## config.mk

```make
export PLATFORM = sky130hd
export DESIGN_NAME = tt_scanner
export DESIGN_NICKNAME = d
export VERILOG_FILES = /design/src/rtl/func7_pkg.sv /design/src/rtl/tt_lat_pipe.sv /design/src/rtl/tt_scanner.sv
export SDC_FILE = /design/constraint.sdc
export NUM_CORES = 1
export LEC_CHECK = 0
export ABC_AREA = 1
export CAP_MARGIN = 20
export CORE_UTILIZATION = 45
export CTS_CLUSTER_DIAMETER = 60
export DETAILED_ROUTE_END_ITERATION = 10
export GPL_TIMING_DRIVEN = 1
export PLACE_DENSITY = 0.77
export SETUP_SLACK_MARGIN = 0.05
export SLEW_MARGIN = 20
export SYNTH_ARGS = -nofsm -noshare
export SYNTH_HDL_FRONTEND = slang
export SYNTH_SLANG_ARGS = --single-unit
```

## constraint.sdc

```tcl
create_clock -name clk -period 13 [get_ports clk]
set_input_delay 2.6 -clock clk [delete_from_list [all_inputs] [get_ports clk]]
set_output_delay 2.6 -clock clk [all_outputs]
set_load 0.005 [all_outputs]
```

## src/rtl/func7_pkg.sv

```systemverilog
// ----------------------------------------------------------------------------
// func7_pkg : shared types and constants for the 7-input function flow
// Rev 1.0
// ----------------------------------------------------------------------------
`default_nettype none

package func7_pkg;

    localparam int N_IN  = 7;
    localparam int TT_W  = 128;
    localparam int CNT_W = 8;

    typedef logic [TT_W-1:0] tt_t;

    typedef enum logic [1:0] {
        ST_IDLE  = 2'd0,
        ST_SCAN  = 2'd1,
        ST_DRAIN = 2'd2,
        ST_DONE  = 2'd3
    } tt_scan_state_t;

    // Byte-wise counts first, then a sum of the sixteen partial counts.
    // The total never exceeds 128, so 8 bits cannot wrap.
    function automatic logic [CNT_W-1:0] tt_popcount(input tt_t v);
        logic [3:0]       byte_cnt;
        logic [CNT_W-1:0] acc;
        acc = '0;
        for (int b = 0; b < TT_W / 8; b++) begin
            byte_cnt = '0;
            for (int k = 0; k < 8; k++) begin
                byte_cnt = byte_cnt + 4'(v[b*8+k]);
            end
            acc = acc + CNT_W'(byte_cnt);
        end
        return acc;
    endfunction

endpackage

`default_nettype wire

```

## src/rtl/tt_lat_pipe.sv

```systemverilog
// ----------------------------------------------------------------------------
// tt_lat_pipe : LAT-deep (valid, index) delay line; a plain wire at LAT = 0
// Rev 1.0
// ----------------------------------------------------------------------------
`default_nettype none

module tt_lat_pipe #(
    parameter int LAT   = 0,
    parameter int IDX_W = 7
) (
    input  logic             clk,
    input  logic             rst,
    input  logic             i_vld,
    input  logic [IDX_W-1:0] i_idx,
    output logic             o_vld,
    output logic [IDX_W-1:0] o_idx
);

    generate
        if (LAT == 0) begin : g_wire
            logic w_unused;
            assign w_unused = clk ^ rst;
            assign o_vld    = i_vld;
            assign o_idx    = i_idx;
        end else begin : g_shift
            logic [LAT-1:0]   r_vld;
            logic [IDX_W-1:0] r_idx [LAT];

            always_ff @(posedge clk or posedge rst) begin
                if (rst) begin
                    r_vld <= '0;
                    for (int k = 0; k < LAT; k++) begin
                        r_idx[k] <= '0;
                    end
                end else begin
                    r_vld[0] <= i_vld;
                    r_idx[0] <= i_idx;
                    for (int k = 1; k < LAT; k++) begin
                        r_vld[k] <= r_vld[k-1];
                        r_idx[k] <= r_idx[k-1];
                    end
                end
            end

            assign o_vld = r_vld[LAT-1];
            assign o_idx = r_idx[LAT-1];
        end
    endgenerate

endmodule

`default_nettype wire

```

## src/rtl/tt_scanner.sv

```systemverilog
// ----------------------------------------------------------------------------
// tt_scanner : sweeps all 128 minterms, rebuilds the truth table, compares it
//              against an expected table and reports its popcount.
// Rev 1.0
// ----------------------------------------------------------------------------
`default_nettype none

module tt_scanner
    import func7_pkg::*;
#(
    parameter int LAT = 0
) (
    input  logic             clk,
    input  logic             rst,
    input  logic             start,
    input  tt_t              exp_tt,
    output logic [N_IN-1:0]  x,
    input  logic             f_in,
    output logic             busy,
    output logic             tt_valid,
    input  logic             tt_ready,
    output tt_t              tt_data,
    output logic             match,
    output logic [CNT_W-1:0] ones
);

    localparam logic [N_IN-1:0] C_LAST_X = '1;

    tt_scan_state_t   r_state;
    logic [N_IN-1:0]  r_x;
    tt_t              r_tt;
    tt_t              r_exp;
    logic             r_busy;
    logic             r_valid;
    logic             r_match;
    logic [CNT_W-1:0] r_ones;

    logic             w_drv_vld;
    logic             w_smp_vld;
    logic [N_IN-1:0]  w_smp_idx;
    logic             w_last;
    tt_t              w_tt_next;
    logic             w_match;
    logic [CNT_W-1:0] w_ones;

    // Each driven minterm is tagged so its response lands in the right bit
    // regardless of the function-under-test latency.
    assign w_drv_vld = (r_state == ST_SCAN);

    tt_lat_pipe #(
        .LAT   (LAT),
        .IDX_W (N_IN)
    ) u_pipe (
        .clk   (clk),
        .rst   (rst),
        .i_vld (w_drv_vld),
        .i_idx (r_x),
        .o_vld (w_smp_vld),
        .o_idx (w_smp_idx)
    );

    assign w_last = w_smp_vld && (w_smp_idx == C_LAST_X);

    always_comb begin
        w_tt_next = r_tt;
        if (w_smp_vld) begin
            w_tt_next[w_smp_idx] = f_in;
        end
    end

    // Compare and count use the table including the sample written on the
    // same edge, so both are ready in the first valid cycle.
    assign w_match = (w_tt_next == r_exp);
    assign w_ones  = tt_popcount(w_tt_next);

    always_ff @(posedge clk or posedge rst) begin
        if (rst) begin
            r_state <= ST_IDLE;
            r_x     <= '0;
            r_tt    <= '0;
            r_exp   <= '0;
            r_busy  <= 1'b0;
            r_valid <= 1'b0;
            r_match <= 1'b0;
            r_ones  <= '0;
        end else begin
            case (r_state)
                ST_IDLE: begin
                    if (start) begin
                        r_state <= ST_SCAN;
                        r_x     <= '0;
                        r_tt    <= '0;
                        r_exp   <= exp_tt;
                        r_busy  <= 1'b1;
                    end
                end
                ST_SCAN: begin
                    r_tt <= w_tt_next;
                    if (r_x == C_LAST_X) begin
                        if (w_last) begin
                            r_state <= ST_DONE;
                            r_busy  <= 1'b0;
                            r_valid <= 1'b1;
                            r_match <= w_match;
                            r_ones  <= w_ones;
                        end else begin
                            r_state <= ST_DRAIN;
                        end
                    end else begin
                        r_x <= r_x + 1'b1;
                    end
                end
                ST_DRAIN: begin
                    r_tt <= w_tt_next;
                    if (w_last) begin
                        r_state <= ST_DONE;
                        r_busy  <= 1'b0;
                        r_valid <= 1'b1;
                        r_match <= w_match;
                        r_ones  <= w_ones;
                    end
                end
                ST_DONE: begin
                    if (tt_ready) begin
                        r_state <= ST_IDLE;
                        r_valid <= 1'b0;
                    end
                end
                default: begin
                    r_state <= ST_IDLE;
                end
            endcase
        end
    end

    assign x        = r_x;
    assign busy     = r_busy;
    assign tt_valid = r_valid;
    assign tt_data  = r_tt;
    assign match    = r_match;
    assign ones     = r_ones;

endmodule

`default_nettype wire

```

==> metrics.txt <==
# TYPE chip_impl_metric gauge
chip_impl_metric{name="critPathMaxStageDelay",unit="ns"} 0.60
chip_impl_info{name="synthDominantAreaCellType",value="dfrtp_1"} 1
chip_impl_metric{name="post_route_cells_drive_above_1_share",unit="%"} 4.456
chip_impl_metric{name="floorplan.die.width",unit="um"} 203.8
chip_impl_info{name="most_frequent_standard_cell_in_the_layout_excluding_fill_and_tap_cells",value="nand2_1"} 1
chip_impl_metric{name="synth_fp_nets",unit=""} 2709
chip_impl_metric{name="post-route-worst-setup-slack",unit="ns"} 1.996
chip_impl_info{name="synth_top_cells_by_area",value="dfrtp_1 38%, fa_1 13%, nand2_1 12%"} 1
chip_impl_metric{name="std_cell_rows",unit=""} 73
chip_impl_metric{name="clkSlewWorstSetupHoldPaths",unit="ns"} 0.06
chip_impl_metric{name="final-setup-viol-count",unit=""} 0
chip_impl_metric{name="worstPathBufferInverterCount",unit=""} 11
chip_impl_metric{name="clk_latency",unit="ns"} 0.58
chip_impl_metric{name="finClkSkew",unit="ns"} 0.02436
chip_impl_metric{name="worst_ir_drop_vdd",unit="uV"} 260.1
chip_impl_metric{name="initial_util",unit="%"} 45.91
chip_impl_metric{name="tritoncts.num_buffers",unit=""} 37
chip_impl_metric{name="worst_ep_arrival_time",unit="ns"} 11.41
chip_impl_metric{name="tritoncts_num_sinks",unit=""} 276
chip_impl_metric{name="nets",unit=""} 2946
chip_impl_info{name="critical_path.slowest_cell",value="fa_1"} 1
chip_impl_metric{name="place_ws",unit="ns"} 1.487
chip_impl_metric{name="share_comb_of_total_power",unit="%"} 52.3
chip_impl_metric{name="max_freq",unit="MHz"} 90.87
chip_impl_metric{name="holdBufCountCts",unit=""} 0
chip_impl_metric{name="detail_route.iter0.violations",unit=""} 2122
chip_impl_metric{name="ys_types",unit=""} 30
chip_impl_metric{name="hpwlAfterDp",unit="um"} 56630
chip_impl_metric{name="post_drt_via_cell_ratio",unit=""} 5.665
chip_impl_metric{name="cts_resized",unit=""} 0
chip_impl_metric{name="first_pass_iters",unit=""} 6
chip_impl_metric{name="max_slew_margin",unit="%"} 21.36
chip_impl_metric{name="minimum_clock_period",unit="ns"} 11.00
chip_impl_metric{name="power.sequential.fraction",unit="%"} 26.0
chip_impl_metric{name="gr-usage-all-layers",unit="%"} 37.25
chip_impl_info{name="min-delay-path-class",value="reg2reg"} 1
chip_impl_metric{name="globalRoute.totalOverflow",unit=""} 0
chip_impl_metric{name="post-route-util",unit="%"} 57.16
chip_impl_info{name="result_of_the_run",value="complete, no violations"} 1
chip_impl_info{name="cpLargestDelayFamily",value="adder cells"} 1
chip_impl_metric{name="die_h",unit="um"} 203.8
chip_impl_metric{name="proportion_of_total_power_due_to_net_switching",unit="%"} 47.08
chip_impl_metric{name="max_cap_violations",unit=""} 0
chip_impl_metric{name="place.port_buffers",unit=""} 278
chip_impl_metric{name="internal-power",unit="mW"} 2.573
chip_impl_info{name="cts_tree",value="yes"} 1
chip_impl_info{name="criticalPathCategory",value="in2reg"} 1
chip_impl_metric{name="synth_cells",unit=""} 2430
chip_impl_metric{name="grt_pass1_vias",unit=""} 17600
chip_impl_metric{name="p_per_area",unit="nW/um2"} 213.1
chip_impl_metric{name="post_synth.cell_area_avg",unit="um2"} 7.541
chip_impl_metric{name="final-max-slew-violation-count",unit=""} 0
chip_impl_metric{name="route.detailed.drc",unit=""} 0
chip_impl_metric{name="synth_warnings",unit=""} 0
chip_impl_metric{name="antenna_found_initial",unit=""} 2
chip_impl_metric{name="clock_power_share",unit="%"} 21.7
chip_impl_metric{name="buffer_levels_on_the_longest_clock_path",unit=""} 3
chip_impl_metric{name="fillers",unit=""} 3710
chip_impl_metric{name="final.setup.tns",unit="ns"} 0
chip_impl_metric{name="first_pass_grt_wire_length",unit="um"} 111600
chip_impl_info{name="critical_path.most_common_cell",value="fa_1"} 1
chip_impl_metric{name="die-area",unit="um2"} 41530
chip_impl_metric{name="cp_max_fo",unit=""} 73
chip_impl_metric{name="overall_power_of_the_completed_layout",unit="mW"} 4.862
chip_impl_metric{name="timing_worst_slew_pin_value",unit="ns"} 1.180
chip_impl_metric{name="leakagePower",unit="nW"} 11.61
chip_impl_info{name="final_cell_mix",value="576 x nand2_1, 451 x inv_1, 278 x clkdlybuf4s50_1, 276 x dfrtp_1, 254 x nand3_1"} 1
chip_impl_metric{name="count_of_endpoints_failing_hold_in_the_final_timing_report",unit=""} 0
chip_impl_metric{name="areaGrowthSynthToFinish",unit="%"} 24.50
chip_impl_metric{name="floorplan.io_pins",unit=""} 279
chip_impl_metric{name="sequential_cell_area",unit="um2"} 6907
chip_impl_info{name="worstSetupStartpointType",value="input pin"} 1
chip_impl_metric{name="ant_nets",unit=""} 0
chip_impl_metric{name="ys_ff_latch",unit=""} 276
chip_impl_metric{name="grt_max_degree",unit=""} 172
chip_impl_metric{name="via_count",unit=""} 18240
chip_impl_metric{name="globalplace.congestion",unit=""} 1.024
chip_impl_metric{name="yosys.area.top_type_share",unit="%"} 37.69
chip_impl_metric{name="wire_per_inst",unit="um"} 23.92
chip_impl_metric{name="synth-seq-area-share",unit="%"} 37.69
chip_impl_metric{name="fin_crit_sh",unit="%"} 84.65
chip_impl_metric{name="postCtsSetupRepairBufs",unit=""} 0
chip_impl_metric{name="netlist_area",unit="um2"} 18330
chip_impl_info{name="grt_setup_unrepaired",value="no"} 1
chip_impl_metric{name="timing.critical_path.required",unit="ns"} 13.40
chip_impl_metric{name="postRouteWirelength",unit="um"} 77030
chip_impl_info{name="clock_tree.root_cell",value="clkbuf_16"} 1
chip_impl_metric{name="total_switching_power",unit="mW"} 2.289
chip_impl_metric{name="clock_tree.htree_level_count",unit=""} 2
chip_impl_info{name="worstSetupEndpointType",value="register"} 1
chip_impl_metric{name="core_region_area",unit="um2"} 39910
chip_impl_metric{name="multi_input_combinational_cell_area",unit="um2"} 9311
## area by class of cell
cell class	instances	share of cell area (%)
antenna	2	0.02194
tap	525	2.879
timing repair buffer	300	13.03
clock inverter	15	0.6855
sequential	276	30.27
clock buffer	50	4.722
inverter	458	7.574
multi-input combinational	1594	40.81
## metrics by stage
step                      area, um2  cells  hold WS, ns
after floorplan               18330   2430       0.4724
after global placement        21580   3153       0.4819
after detailed placement      21580   3153       0.4829
after CTS                     22810   3218       0.4976
after global routing          22810   3218       0.5220
final                         22810   3220       0.4965
## power groups by stage
stage | logic (mW) | registers [mW] | clock network (mW)
2_1_floorplan | 1.59 | 1.23 | 0
3_3_place_gp | 2.42 | 1.26 | 0
3_5_place_dp | 2.50 | 1.27 | 0
4_1_cts | 2.51 | 1.26 | 1.06
5_1_grt | 2.77 | 1.29 | 1.09
6_report | 2.55 | 1.26 | 1.05
## sequential cells by signal (all words and copies together) (netlist names)
register / count
ones: 8
tt_data: 128
tt_valid: 1
r_state: 2
x: 7
busy: 1
match: 1
r_exp: 128
## cell usage after synthesis (all sizes together)
cell	number
or2	1
nand3b	1
a31oi	1
inv	458
xor2	9
ha	31
dfrtp	276
buf	34
a21oi	130
o21bai	2
mux2	10
nand4	3
nand3	254
nor3	1
clkbuf	68
a2bb2oi	1
nand2	582
and2	1
o22ai	131
nor2	235
o21ai	86
fa	115
## worst min-delay path, cell delays in order, from the launching register on
cell and delay, ns:
dfrtp_1 0.35, nand2_1 0.05, o21ai_0 0.06
## kinds of logic (layout without fill, tap and decap cells)
logic type | Yosys count | count (layout) | synth area share [%]
adder cells (fa/ha/maj) | 146 | 146 | 14.68
multiplexers | 10 | 10 | 0.6145
buffers and inverters | 560 | 823 | 11.77
AND/OR/NAND/NOR | 1078 | 1078 | 24.28
XOR/XNOR | 9 | 9 | 0.4302
AO/OA/AOI/OAI | 351 | 351 | 10.54
flip-flops | 276 | 276 | 37.69
other | 0 | 2 | 0
## per-layer routing
layer	part of all wire [%]	global-route usage, %
met3	10	7.622
met5	0.021	0
met1	40	50.17
met2	45	57.37
met4	5.3	17.80
## worst paths after layout
check                           start         to  slack (ns)  cells after the start
hold / removal                ones[1]    ones[1]        0.50                      2
hold reg to reg               ones[1]    ones[1]        0.50                      2
min in group asynchronous         rst  r_exp[10]        2.55                      2
setup reg to reg           r_state[1]    ones[6]        3.16                     35
max in group asynchronous         rst  r_exp[36]        8.86                      3
setup / recovery                 f_in    ones[6]        2.00                     33
(Power assumes the default switching activity.)
